<file path="src/rtl/plic_lite.sv">
// plic_lite: interrupt gateways, priority/threshold arbitration and claim/complete port.
// Define PLIC_EDGE_EN to let EDGE_MASK sources pend on rising edges of src_irq.

module plic_gw #(
   parameter bit EDGE = 1'b0
) (
   input  logic clk,
   input  logic rst,
   input  logic irq,
   input  logic claim,
   input  logic complete,
   output logic pending
);
   typedef enum logic [1:0] {IDLE, PEND, INSV} gw_state_t;
   gw_state_t state;
   logic      req;

`ifdef PLIC_EDGE_EN
   logic hist, rearm, rise;
   assign rise = irq & ~hist;
   // an edge caught while in service is replayed once the source is completed
   assign req  = EDGE ? (rise | rearm) : irq;
`else
   logic unused_edge;
   assign unused_edge = EDGE;
   assign req         = irq;
`endif

   always_ff @(posedge clk) begin
      if (rst) begin
         state <= IDLE;
`ifdef PLIC_EDGE_EN
         hist  <= 1'b0;
         rearm <= 1'b0;
`endif
      end else begin
`ifdef PLIC_EDGE_EN
         hist <= irq;
         if (state == INSV && EDGE && rise)
            rearm <= 1'b1;
         else if (state == IDLE)
            rearm <= 1'b0;
`endif
         case (state)
            IDLE:    if (req)      state <= PEND;
            PEND:    if (claim)    state <= INSV;
            INSV:    if (complete) state <= IDLE;
            default:               state <= IDLE;
         endcase
      end
   end

   assign pending = (state == PEND);
endmodule

module plic_lite #(
   parameter int                 NUM_SRC   = 8,
   parameter int                 PRIO_W    = 3,
   parameter logic [NUM_SRC-1:0] EDGE_MASK = '0
) (
   input  logic               clk,
   input  logic               rst,
   input  logic [NUM_SRC-1:0] src_irq,
   input  logic               reg_we,
   input  logic               reg_re,
   input  logic [2:0]         reg_addr,
   input  logic [31:0]        reg_wdata,
   output logic [31:0]        reg_rdata,
   output logic               reg_ready,
   output logic               meip,
   output logic [NUM_SRC-1:0] irq_vec
);
   logic [NUM_SRC-1:0]             en, pend, elig;
   logic [NUM_SRC-1:0][PRIO_W-1:0] prio;
   logic [PRIO_W-1:0]              thr;
   logic [4:0]                     win_id;
   logic [PRIO_W-1:0]              win_prio;
   logic [31:0]                    rd_mux;
   logic                           claim, complete;
   logic                           unused_ok;

   assign claim     = reg_re && (reg_addr == 3'd4);
   assign complete  = reg_we && (reg_addr == 3'd4);
   assign unused_ok = ^{reg_wdata, EDGE_MASK};

   for (genvar g = 0; g < NUM_SRC; g++) begin : g_src
      plic_gw #(.EDGE(EDGE_MASK[g])) u_gw (
         .clk      (clk),
         .rst      (rst),
         .irq      (src_irq[g]),
         .claim    (claim && (win_id == 5'(g + 1))),
         .complete (complete && (reg_wdata[4:0] == 5'(g + 1))),
         .pending  (pend[g])
      );
      assign elig[g] = pend[g] & en[g] & (prio[g] > thr);
   end

   // strict > keeps the lowest index on equal priority
   always_comb begin
      win_id   = '0;
      win_prio = '0;
      for (int i = 0; i < NUM_SRC; i++) begin
         if (elig[i] && (win_id == '0 || prio[i] > win_prio)) begin
            win_id   = 5'(i + 1);
            win_prio = prio[i];
         end
      end
   end

   always_comb begin
      rd_mux = '0;
      case (reg_addr)
         3'd0:    rd_mux = 32'(pend);
         3'd1:    rd_mux = 32'(en);
         3'd2:    rd_mux = 32'(prio);
         3'd3:    rd_mux = 32'(thr);
         3'd4:    rd_mux = 32'(win_id);
         default: rd_mux = '0;
      endcase
   end

   always_ff @(posedge clk) begin
      if (rst) begin
         en        <= '0;
         prio      <= '0;
         thr       <= '0;
         meip      <= 1'b0;
         irq_vec   <= '0;
         reg_ready <= 1'b0;
         reg_rdata <= '0;
      end else begin
         meip      <= |elig;
         irq_vec   <= elig;
         reg_ready <= reg_we | reg_re;
         reg_rdata <= reg_re ? rd_mux : '0;
         if (reg_we) begin
            case (reg_addr)
               3'd1:    en   <= reg_wdata[NUM_SRC-1:0];
               3'd2:    prio <= reg_wdata[NUM_SRC*PRIO_W-1:0];
               3'd3:    thr  <= reg_wdata[PRIO_W-1:0];
               default: ;
            endcase
         end
      end
   end
endmodule

</file>
<file path="config.mk">
export PLATFORM = sky130hd
export DESIGN_NAME = plic_lite
export DESIGN_NICKNAME = d
export VERILOG_FILES = /design/src/rtl/plic_lite.sv
export SDC_FILE = /design/constraint.sdc
export NUM_CORES = 1
export LEC_CHECK = 0
export CORE_MARGIN = 2
export CORE_UTILIZATION = 57
export DETAILED_ROUTE_END_ITERATION = 8
export PLACE_DENSITY = 0.84
export SLEW_MARGIN = 30
export SYNTH_ARGS = -nofsm -noshare
export SYNTH_HDL_FRONTEND = slang
export SYNTH_SLANG_ARGS = --single-unit
</file>
<file path="constraint.sdc">
create_clock -name clk -period 21.9 [get_ports clk]
set_input_delay 4.38 -clock clk [delete_from_list [all_inputs] [get_ports clk]]
set_output_delay 4.38 -clock clk [all_outputs]
set_load 0.01 [all_outputs]
</file>
Word-level counts from Yosys, hierarchy flattened
Cells that the tools add are included.

Bits in read-only memories: 0. Output and inout bits: 42. Bits in registers: 93. RAM bits: 0. Memories: 0. Bits in latches: 0. Word-level logic and storage cells: 224. Input bits: 47.

Shift-type cells: 0. $lt $le $gt $ge: 15. Reductions and logical operators: 61. Add/sub/neg operators: 0. Bitwise logic cells: 18. Divide/modulo/power cells: 0. Equal/unequal tests: 60. Multipliers: 0. Multiplexer cells: 48.

Operators by type and width (number): 24-bit case mux with 5 select lines (1); 2-bit 2-to-1 mux (25); 2-bit case mux with 3 select lines (8); 3-bit greater-than comparator (15); 5-bit by 3-bit equality test with 1-bit output (second input constant) (8); 5-bit zero test (7); 2-bit by 1-bit inequality test with 1-bit output (second input constant) (16); 5-bit 2-to-1 mux (6); 1-bit logical AND (25); 3-bit AND reduction (8); 3-bit 2-to-1 mux (7); 5-bit by 2-bit equality test with 1-bit output (second input constant) (4); 1-bit AND (16); 2-bit by 1-bit equality test with 1-bit output (second input constant) (8); 2-bit equality test (second input constant) (8); 2-bit zero test (8); 2-bit inequality test (second input constant) (8); 5-bit by 1-bit equality test with 1-bit output (second input constant) (2); 5-bit by 4-bit equality test with 1-bit output (second input constant) (2); 8-bit OR reduction (1); 1-bit logical OR (7); 3-bit by 2-bit equality test with 1-bit output (second input constant) (2); 2-bit AND reduction (3); 3-bit by 1-bit equality test with 1-bit output (second input constant) (1); other kinds (6) (6).

Longest topological paths before layout
Gate-level depths: netlist (run 1).

Word-level depth: 36. Depth in mapped cells: 61. Depth with buffers taken out: 59.

Cells and area by module
Synthesis (run 1) repeated with hierarchy kept, for this count alone.

Cells, all modules: 554. Area total of the unflattened synthesis: 4775.8 µm².

Modules (own cells, without submodules): plic_lite (area an instance 4135.2 µm², seq. area each 1381.3 µm², times used 1, cells each 490); plic_gw (area an instance 80.1 µm², seq. area each 40.0 µm², times used 8, cells each 8).

Least setup slack after synthesis (run 1)
No wires, ideal clock.

Path kind: reg2reg. Start point: reg thr[2]. End point: reg g_src[0].u_gw.state[1]. Cell stages (with the launch flop): 59. Data required time: 21820 ps. Period minus slack after synthesis: 11336 ps. Data arrival time: 11256 ps. Library setup time: 80 ps. Slack: 10564 ps. Cell sequence: dfxtp_1 > inv_1 > ha_1 > nand2_1 > o21a_1 > nor2_1 > nand2_1 > ha_1 > nand3_1 > o21ai_0 > or2_2 > o211ai_1 > and2_1 > ha_1 > nor2b_1 > o21a_1 > o21ai_0 > a21o_1 > [23 not listed] > ha_1 > inv_1 > a21o_1 > a21oi_1 > a31oi_1 > inv_1 > a21oi_2 > mux2_2 > ha_1 > a21o_1 > a21oi_1 > a31oi_1 > a31o_2 > a21boi_1 > and2_1 > nand2b_1 > or4_1 > a211oi_2.

Longest elaborated chain between the ends: 35. Elaborated cells on any way between the ends: 63.

Ends and longest elaborated chain: start: declaration (line 75) `logic [PRIO_W-1:0] thr;`; start signal: assignment (line 140) `3'd3: thr <= reg_wdata[PRIO_W-1:0];`; 3-bit greater-than comparator (line 95) `assign elig[g] = pend[g] & en[g] & (prio[g] > thr);`; 1-bit AND (line 95); 3-bit 2-to-1 mux or 1-bit 2-to-1 mux (tied branches) (line 103) `if (elig[i] && (win_id == '0 || prio[i] > win_prio)) begin`; 3-bit greater-than comparator or 5-bit zero test (tied branches) (line 103); 1-bit logical OR (line 103); 1-bit logical AND (line 103); 3-bit 2-to-1 mux or 2-bit 2-to-1 mux (tied branches) (line 103); 3-bit greater-than comparator or 5-bit zero test (tied branches) (line 103); [19 not listed]; 3-bit greater-than comparator or 5-bit zero test (tied branches) (line 103); 1-bit logical OR (line 103); 1-bit logical AND (line 103); 5-bit 2-to-1 mux (*) (line 103); 5-bit by 1-bit equality test with 1-bit output (*) (line 91) `.claim (claim && (win_id == 5'(g + 1))),`; 1-bit logical AND (*) (line 91); 2-bit by 1-bit inequality test with 1-bit output (no line) (*); 3-bit AND reduction (no line) (*); end signal: assignment (line 46) `PEND: if (claim) state <= INSV;`; end signal: assignment (line 47) `INSV: if (complete) state <= IDLE;`; end signal: assignment (line 48) `default: state <= IDLE;`; end: declaration (line 15) `gw_state_t state;`.

Mark *: on every way between the ends. The rest lies on a longest branch, timed or not. A chain may end at the register's enable or synchronous reset.

Worst setup path after layout (run 1)
Start point: reg thr[2]. End point: reg g_src[2].u_gw.state[1].

Longest elaborated chain between the ends: 35. Elaborated cells on any way between the ends: 63.

Ends and longest elaborated chain (line): 3-bit greater-than comparator (95); 1-bit AND (95); 3-bit 2-to-1 mux or 1-bit 2-to-1 mux (tied branches) (103); 3-bit greater-than comparator or 5-bit zero test (tied branches) (103); 1-bit logical OR (103); 1-bit logical AND (103); 3-bit 2-to-1 mux or 2-bit 2-to-1 mux (tied branches) (103); 3-bit greater-than comparator or 5-bit zero test (tied branches) (103); [19 not listed]; 3-bit greater-than comparator or 5-bit zero test (tied branches) (103); 1-bit logical OR (103); 1-bit logical AND (103); 5-bit 2-to-1 mux (*) (103); 5-bit by 2-bit equality test with 1-bit output (*) (91); 1-bit logical AND (*) (91); 2-bit by 1-bit inequality test with 1-bit output (no line) (*); 3-bit AND reduction (no line) (*); end signal: assignment (46); end signal: assignment (47); end signal: assignment (48); end: declaration (15).

Marks and branches as above.

==> results of run 1 <==
[placed cells by master (no fill, tap or decap), types with 3 or more instances in the layout]
master,netlist,routed
and3_1,4,4
inv_1,25,25
a31oi_1,4,4
o21a_1,5,5
a21o_1,5,5
nor3_1,14,14
nor2_1,46,46
nand3_1,16,16
conb_1,1,8
a21oi_2,4,4
nand3b_1,3,3
clkdlybuf4s50_1,0,71
dfxtp_1,85,85
o211a_1,4,4
nor2b_1,19,19
o211ai_1,3,3
ha_1,43,43
o21ai_0,17,17
mux2_2,7,7
a211oi_1,3,3
a21oi_1,55,55
nand2b_1,10,10
clkbuf_8,0,9
nand4_1,7,7
nand2_1,82,82
mux2i_1,9,9
and2_1,15,15
[final timing paths]
check | startpoint | end | slack, ns | cells past startpoint
worst max-delay path | thr[2] | g_src[2].u_gw.state[1] | 8.01 | 56
worst min-delay path | g_src[6].u_gw.state[1] | g_src[6].u_gw.state[0] | 0.47 | 1
worst max register to register | thr[2] | g_src[2].u_gw.state[1] | 8.01 | 56
worst min register to register | g_src[6].u_gw.state[1] | g_src[6].u_gw.state[0] | 0.47 | 1
[sequential cells by signal (all words and copies together) (netlist names)]
name and flops:
irq_vec 8, meip 1, thr 3, prio 24, g_src.u_gw.state 16, reg_rdata 24, reg_ready 1, en 8
[worst max-delay path: cells and delay by family (launching register included)]
kind | cells | cell delay (ns)
adders and majority gates | 8 | 2.20
muxes | 4 | 1.65
AOI/OAI and AO/OA | 25 | 5.81
and+or+nand+nor | 15 | 3.30
DFF | 1 | 0.33
buffers and inverters | 4 | 0.51
[power breakdown]
part           switching [W]  total (W)  internal, W
registers         0.00000312   0.000161     0.000158
clock network      0.0000610   0.000103    0.0000420
logic              0.0000190  0.0000349    0.0000159
total              0.0000830   0.000299     0.000216
[area by class of cell]
| cell class | instances | area (µm²) |
|---|---|---|
| Clock inverter | 6 | 46.3 |
| Tap cell | 105 | 131 |
| Sequential cell | 85 | 1700 |
| Clock buffer | 10 | 128 |
| Inverter | 25 | 93.8 |
| Timing Repair Buffer | 73 | 723 |
| Multi-Input combinational cell | 434 | 2820 |
| Fill cell | 636 | 2490 |
[kinds of logic after synthesis]
family	count (synthesis)
simple gates	233
compound gates	131
flops	85
buf+inv	54
fa+ha+maj	43
mux	19
other cells	1
[routing by layer]
metal | part of all wire | wire length [µm] | up-vias | GRT usage
met5 | 0 | 0 | - | 0
met2 | 0.49 | 6160 | 209 | 0.485
li1 | - | - | 2109 | -
met4 | 0.021 | 267 | 0 | 0.124
met3 | 0.075 | 937 | 32 | 0.0482
met1 | 0.41 | 5120 | 2118 | 0.346
[metrics by stage]
stage / area (µm²) / cells / setup slack, ns / total power (W)
floorplan: 4770 / 573 / 10.56 / 0.000185
global placement: 5470 / 722 / 8.94 / 0.000197
detailed placement: 5470 / 722 / 8.49 / 0.000198
CTS: 5650 / 738 / 8.30 / 0.000298
global route: 5650 / 738 / 7.31 / 0.000309
finish: 5650 / 738 / 8.01 / 0.000299
==> flow_summary.toml, run 1 <==
[synthesis]
yosys-top-cells-area = "dfxtp_1, ha_1, nand2_1, a21oi_1, nor2_1"
syn_area_per_cell_um2 = 8.39
synth-adder-area-share = 0.113
syn_inst = 566
ys_warn_count = 0
synthesis.area_mm2 = 0.00475
ys_ff_latch = 85
synth_most_common_cell = "dfxtp_1"
yosysTopAreaCell = "dfxtp_1"
ys.flop_type = "dfxtp_1"
synth_top_area_frac = 0.358
synth_mux_area_frac = 0.0506
synth_compound_area_frac = 0.184
ys_seq_area_frac = 0.358
synth_common_cells = "dfxtp_1, nand2_1, a21oi_1"
synth-xor-area-share = 0
synth_top_family_by_area = "simple AND/OR/NAND/NOR gates"
ys_types = 68
synth-simple-area-share = 0.241
synth_edf_count = 0
synthArstFlopShare = 0

[worst_hold_path]
min_path_type = "flip-flop to flip-flop"

[routing]
wl_um = 12500
avgViaCountPerCell = 6.05
vias = 4468
wire_per_inst_um = 16.9
drc = 0
dr.pass1.iters = 5
antenna_left = 0
drt_iter0_markers = 283

[clocking]
clockRootBuffer = "clkbuf_8"
htreeDepth = 3
cts_buffers = 9
cts.reportedPaths.clkPinSlew_ns = 0.10
cts_setup_buffers = 0
hold_buffers = 0
cts_tree = "done"
clk_latency_ns = 0.37
ctsResizeCount = 0
numClockSinks = 85
clock_path_buffers = 2

[placed_design]
portBuffers = 72
dp.final_hpwl_um = 9150
place_congestion = 0.902

[worst_setup_path]
cp_slowest_cell = "or4b_1"
worstSetupEndpointType = "flip-flop"
cpMostUsedCell = "ha_1"
critical-path-max-stage-delay_ns = 0.54
cp.required_ns = 22.19
cp-start-kind = "flip-flop"
cp_data_arrival_time_ns = 14.18
critical_path_class = "flip-flop to flip-flop"
crit_fanout = 12

[timing]
hold_ws_ns = 0.471
drv_slew = 0
rsz0062_at_grt = "false"
max_freq_mhz = 72.0
tightestPinTransition_ns = 0.964
finalCritPeriodShare = 0.634
slew_headroom = 0.357
hold_viol_final = 0
final.setup_skew_ns = 0.0181
setup-tns-final_ns = 0
setup_violations = 0
period_needed_ns = 13.89

[final_layout]
layout.nets = 718
area_growth_pct = 18.9
drive_above_1_share = 0.0774
fin_util = 0.694
antenna_cells = 0

[global_routing]
grt_max_degree = 63
track_usage = 0.282
grt_pass1_vias = 4149
antenna_found_initial = 0
overflow = 0
grt_pass1_wl_um = 19800

[pwr]
peakVddDrop_uv = 42.1
power_density_mw_per_mm2 = 52.9
p_leak_nw = 2.13

[floorplan]
placement_rows = 33
die_h_um = 95.3
start_util = 0.584
die_area_mm2 = 0.00908
die_x_um = 95.3
coreArea_mm2 = 0.00813
io_pins = 89

[outcome]
outcome = "finished clean"

[flow_run]
drv_cap = 0
Power figures use the tool's default switching activity.
==> run 2, diff against run 1 <==
Settings changed: CORE_UTILIZATION 57 to 53, PLACE_DENSITY 0.84 to 0.79.
Clock period 21.9 ns to 13.96 ns, I/O delays scaled along.
==> run 2 against run 1 <==
  * Core utilization decreased by 4.4 points
  * Register-to-register slack got worse by 7.2 ns
  * Non-clock buffer count unchanged
  * Hold slack got worse by 0.0052 ns
  * Clock skew is 0.00079 ns higher
  * Final area rose by 0.42%
  * Sequential power rose by 57%
  * Power grew 57%
  * Sequential share of layout area decreased by 0.13 points
  * Fmax is 5.8% higher
  * Count of clock-buffer cells in the layout down 1
  * First-iteration DRC count shrank 3.9%
  * Critical endpoint is now g_src[0].u_gw.state[1]
==> flow_summary.toml, run 2 (same netlist as run 1, synthesis figures left out) <==
[global_routing]
antenna_found_initial = 0
gr-usage-met1 = 0.323
grt_pass1_vias = 4079
overflow = 0
grtUsageMet3 = 0.0362
track_usage = 0.247
grt_pass1_wl_um = 19500
grt_use_met2 = 0.414
busiest_layer = "met2"
grt_max_degree = 63

[timing]
finalCritPeriodShare = 0.941
period_needed_ns = 13.13
hold_viol_final = 0
max_freq_mhz = 76.2
slew_headroom = 0.369
final.setup_skew_ns = 0.0189
drv_slew = 0
setup-tns-final_ns = 0
setup_violations = 0
tightestPinTransition_ns = 0.947
setup_slack_ns = 0.830
rsz0062_at_grt = "false"

[routing]
wire_per_inst_um = 16.0
drt_iter0_markers = 272
antenna_left = 0
drc = 0
avgViaCountPerCell = 5.79
wl_um = 11900
dr.pass1.iters = 5
vias = 4289

[clocking]
clk_latency_ns = 0.37
cts_tree = "done"
cts_buffers = 9
numClockSinks = 85
htreeDepth = 3
clockRootBuffer = "clkbuf_8"
cts.reportedPaths.clkPinSlew_ns = 0.10
clock_path_buffers = 2

[pwr]
internal_power_w = 0.000339
power_density_mw_per_mm2 = 82.7
p_leak_nw = 2.14
clock_power_share = 0.348
p_sw_w = 0.000130
share_comb_of_total_power = 0.114
swShare = 0.278
peakVddDrop_uv = 55.2
power_frac_seq = 0.538

[final_layout]
layout.nets = 718
area_growth_pct = 19.4
drive_above_1_share = 0.0790
largestRegisters = "prio x24, reg_rdata x24, g_src.u_gw.state x16"
fillerInstances = 744
mostFrequentLayoutCell = "dfxtp_1"
layout_common_cells = "dfxtp_1, nand2_1, clkdlybuf4s50_1, a21oi_1, nor2_1"
antenna_cells = 0

[worst_setup_path]
crit_fanout = 12
cp-start-kind = "flip-flop"
r2r-start = "thr[0]"
crit_family = "compound AO/OA/AOI/OAI gates"
r2r-end = "g_src[0].u_gw.state[1]"
cpMostUsedCell = "ha_1"
r2r_setup_slack_ns = 0.83
worstSetupEndpointType = "flip-flop"
cp.required_ns = 14.25
cp_data_arrival_time_ns = 13.41
critical-path-max-stage-delay_ns = 0.66
reg2reg_depth = 55
critical_path_class = "flip-flop to flip-flop"
cp_slowest_cell = "dfxtp_1"
cp_num_buf_inv = 3

[worst_hold_path]
min_path_type = "flip-flop to flip-flop"
whs_endpoint = "g_src[6].u_gw.state[0]"
holdPathStages = 1
min-delay-start = "g_src[6].u_gw.state[1]"

[floorplan]
die_h_um = 98.7
start_util = 0.544
placement_rows = 34
die_x_um = 98.7
io_pins = 89
coreArea_mm2 = 0.00872
die_area_mm2 = 0.00973

[placed_design]
place_congestion = 0.884
portBuffers = 72
dp.final_hpwl_um = 8890
dp_slack_ns = 0.620

[flow_run]
drv_cap = 0

[outcome]
outcome = "finished clean"
-- run 2: cell count changes in the layout (fill, tap and decap cells not counted), sizes merged --
cell    change
clkbuf      -1
inv         +1
-- run 2: layout make-up --
class                   count  area (µm²)  share of cell area
flip-flops and latches     85        1700               0.300
inverters                  25        93.8              0.0165
well taps                 108         135              0.0238
clock buffers               9         124              0.0218
multi-input cells         434        2840               0.501
repair buffers             73         723               0.128
clock inverters             7        55.1             0.00971
-- run 2: worst max path at each step --
stage,depth (start not counted),startpoint,end
floorplan,58,thr[2],g_src[0].u_gw.state[1]
global placement,56,thr[2],g_src[0].u_gw.state[1]
detailed placement,55,thr[0],g_src[0].u_gw.state[1]
CTS,57,thr[0],g_src[0].u_gw.state[1]
global route,58,thr[2],g_src[2].u_gw.state[1]
finish,55,thr[0],g_src[0].u_gw.state[1]
-- run 2: timing repair --
| action | CTS | global route |
|---|---|---|
| setup endpoints to repair | 0 | 10 |
| buffers inserted | 0 | 0 |
| hold buffers | 0 | 0 |
| gates resized for setup | 0 | 4 |
-- run 2: stage by stage --
| stage | total power (W) | hold WS, ns | cells | area (µm²) | util |
|---|---|---|---|---|---|
| after global placement | 0.000309 | 0.443 | 725 | 5480 | 0.628 |
| after CTS | 0.000471 | 0.469 | 741 | 5660 | 0.649 |
| after floorplan | 0.000291 | 0.424 | 573 | 4770 | - |
| after global routing | 0.000488 | 0.484 | 741 | 5670 | 0.650 |
| final | 0.000469 | 0.466 | 741 | 5670 | 0.650 |
| after detailed placement | 0.000311 | 0.455 | 725 | 5480 | 0.628 |
-- run 2: routing by layer --
metal,part of all wire,vias up
met5,0,-
met4,0.021,0
met1,0.44,2008
met3,0.058,27
met2,0.49,148
li1,-,2106
-- run 2: power by group through the flow --
stage,Combinational (W),Sequential (W),Clock (W)
3_3_place_gp,0.0000512,0.000258,0
5_1_grt,0.0000592,0.000253,0.000176
3_5_place_dp,0.0000527,0.000258,0
2_1_floorplan,0.0000339,0.000257,0
6_report,0.0000535,0.000252,0.000163
4_1_cts,0.0000531,0.000252,0.000165
==> run 3, diff against run 2 <==
Settings changed: GPL_ROUTABILITY_DRIVEN from default to 0, SYNTH_HIERARCHICAL from default to 1.
==> run 3 against run 2 <==
  * Clock skew decreased by 0.010 ns
  * Critical path depth increased by 5
  * First-iteration DRC count rose by 9.9%
  * Combinational power is 8.2% lower
  * Clock power is 15% higher
  * Sequential cell count unchanged
  * Critical path type unchanged
  * Largest cell class unchanged
==> flow_summary.toml, run 3 <==
[final_layout]
antenna_cells = 0
layout.nets = 713
mostFrequentLayoutCell = "dfxtp_1"
layout_common_cells = "dfxtp_1, clkdlybuf4s50_1, nor2_1, nand2_1, a21oi_1"
seq_area_mm2 = 0.00170
final_cells = 736
fillerInstances = 737
fin_area_mm2 = 0.00577
area_growth_pct = 20.8
fin_util = 0.662
drive_above_1_share = 0.0796
largestRegisters = "prio x24, reg_rdata x24, g_src.u_gw/state x16"
multi_input_area_mm2 = 0.00292

[synthesis]
syn_area_per_cell_um2 = 8.62
synthesis.area_mm2 = 0.00478
synth_most_common_cell = "dfxtp_1"
ys.flop_type = "dfxtp_1"
synthArstFlopShare = 0
synth_edf_count = 0
synth_common_cells = "dfxtp_1, nor2_1, nand2_1"
yosysTopAreaCell = "dfxtp_1"
synth_top_area_frac = 0.356
ys_seq_area_frac = 0.356
ys_warn_count = 6
ys_types = 63
syn_inst = 554
yosys-top-cells-area = "dfxtp_1, ha_1, nor2_1, nand2_1, a21oi_1"
ys_ff_latch = 85

[placed_design]
dp_cells = 720
dpl-instance-area_mm2 = 0.00555
dp.final_hpwl_um = 9030
portBuffers = 72

[floorplan]
die_h_um = 98.9
placement_rows = 34
die_area_mm2 = 0.00979
die_x_um = 98.9
coreArea_mm2 = 0.00872
start_util = 0.548
io_pins = 89

[timing]
max_freq_mhz = 79.8
final.setup_skew_ns = 0.00869
setup_violations = 0
setup-tns-final_ns = 0
drv_slew = 0
rsz0062_at_grt = "false"
finalCritPeriodShare = 0.898
hold_viol_final = 0
period_needed_ns = 12.53
slew_headroom = 0.517
tightestPinTransition_ns = 0.722

[clocking]
hold_buffers = 0
cts.reportedPaths.clkPinSlew_ns = 0.09
ctsResizeCount = 0
clk_latency_ns = 0.36
cts_buffers = 9
clockRootBuffer = "clkbuf_8"
numClockSinks = 85
htreeDepth = 3
cts_tree = "done"
cts_setup_buffers = 0
clock_path_buffers = 2

[worst_setup_path]
crit_fanout = 8
critical-path-max-stage-delay_ns = 0.52
worstSetupEndpointType = "flip-flop"
cp-start-kind = "flip-flop"
cp.required_ns = 14.25
reg2reg_depth = 60
cp_slowest_cell = "nor4b_1"
cp_data_arrival_time_ns = 12.82
critical_path_class = "flip-flop to flip-flop"

[routing]
avgViaCountPerCell = 5.82
drt_iter0_markers = 299
dr.pass1.iters = 5
vias = 4280
drc = 0
wl_um = 12400
antenna_left = 0
wire_per_inst_um = 16.8

[global_routing]
grt_pass1_vias = 4062
grt_use_met2 = 0.423
grt_pass1_wl_um = 19400
grt_max_degree = 64
track_usage = 0.249
antenna_found_initial = 0
overflow = 0
busiest_layer = "met2"
grtUsageMet3 = 0.0376
gr-usage-met1 = 0.308

[outcome]
outcome = "finished clean"

[pwr]
p_leak_nw = 2.18
peakVddDrop_uv = 49.3
power_density_mw_per_mm2 = 84.5
power_w = 0.000488

[worst_hold_path]
holdPathStages = 1
min_path_type = "flip-flop to flip-flop"

[flow_run]
drv_cap = 0
-- run 3: cell count changes in the layout (fill, tap and decap cells not counted), moves of 4 or more --
cell       delta
a2111oi_0     +6
a21oi_1       -7
and2_1        +5
inv_1         -6
mux2_2        -4
mux2i_1       +8
nand2_1      -18
nand3_1       -9
nand3b_1      +6
nand4_1       -4
nor2_1       +23
nor3_1        -7
or3b_1        +8
-- run 3: layout make-up --
class / instances / area share
Multi-Input combinational cell: 434 / 0.506
Sequential cell: 85 / 0.295
Timing Repair Buffer: 74 / 0.127
Inverter: 19 / 0.0124
Clock buffer: 12 / 0.0269
Clock inverter: 4 / 0.00954
Tap cell: 108 / 0.0234
-- run 3: worst max-delay path: cells and delay by family, from the launching register on --
family,cells,cell delay [ns]
compound gates,27,5.21
fa+ha+maj,8,2.20
buf+inv,3,0.44
flops,1,0.33
mux,2,0.66
simple gates,20,3.64
-- run 3: routing by layer --
metal	vias up	part of all wire
met5	-	0
met4	0	0.036
met3	38	0.060
met2	166	0.48
met1	2005	0.42
li1	2071	-
-- run 3: final timing paths --
path	start	to	slack, ns
worst max register to register	thr[1]	g_src[0].u_gw/state[1]	1.43
worst min-delay path	g_src[0].u_gw/state[1]	g_src[0].u_gw/state[0]	0.48
worst max-delay path	thr[1]	g_src[0].u_gw/state[1]	1.43
worst min register to register	g_src[0].u_gw/state[1]	g_src[0].u_gw/state[0]	0.48
-- run 3: per-stage QoR --
stage | hold slack [ns] | setup slack [ns]
floorplan | 0.427 | 3.37
global placement | 0.441 | 2.07
detailed placement | 0.458 | 1.72
CTS | 0.483 | 1.59
global route | 0.506 | 0.691
finish | 0.476 | 1.43
-- run 3: cell families after synthesis --
group,Yosys count,synth area share
compound gates,115,0.167
fa+ha+maj,43,0.113
buf+inv,42,0.0396
flops,85,0.356
mux,25,0.0631
other cells,1,0.000785
simple gates,243,0.260
-- run 3: where the power goes --
group,internal [W],leakage (nW),switching (W)
registers,0.000247,0.689,0.00000470
clock network,0.0000936,0.103,0.0000937
logic,0.0000236,1.39,0.0000255
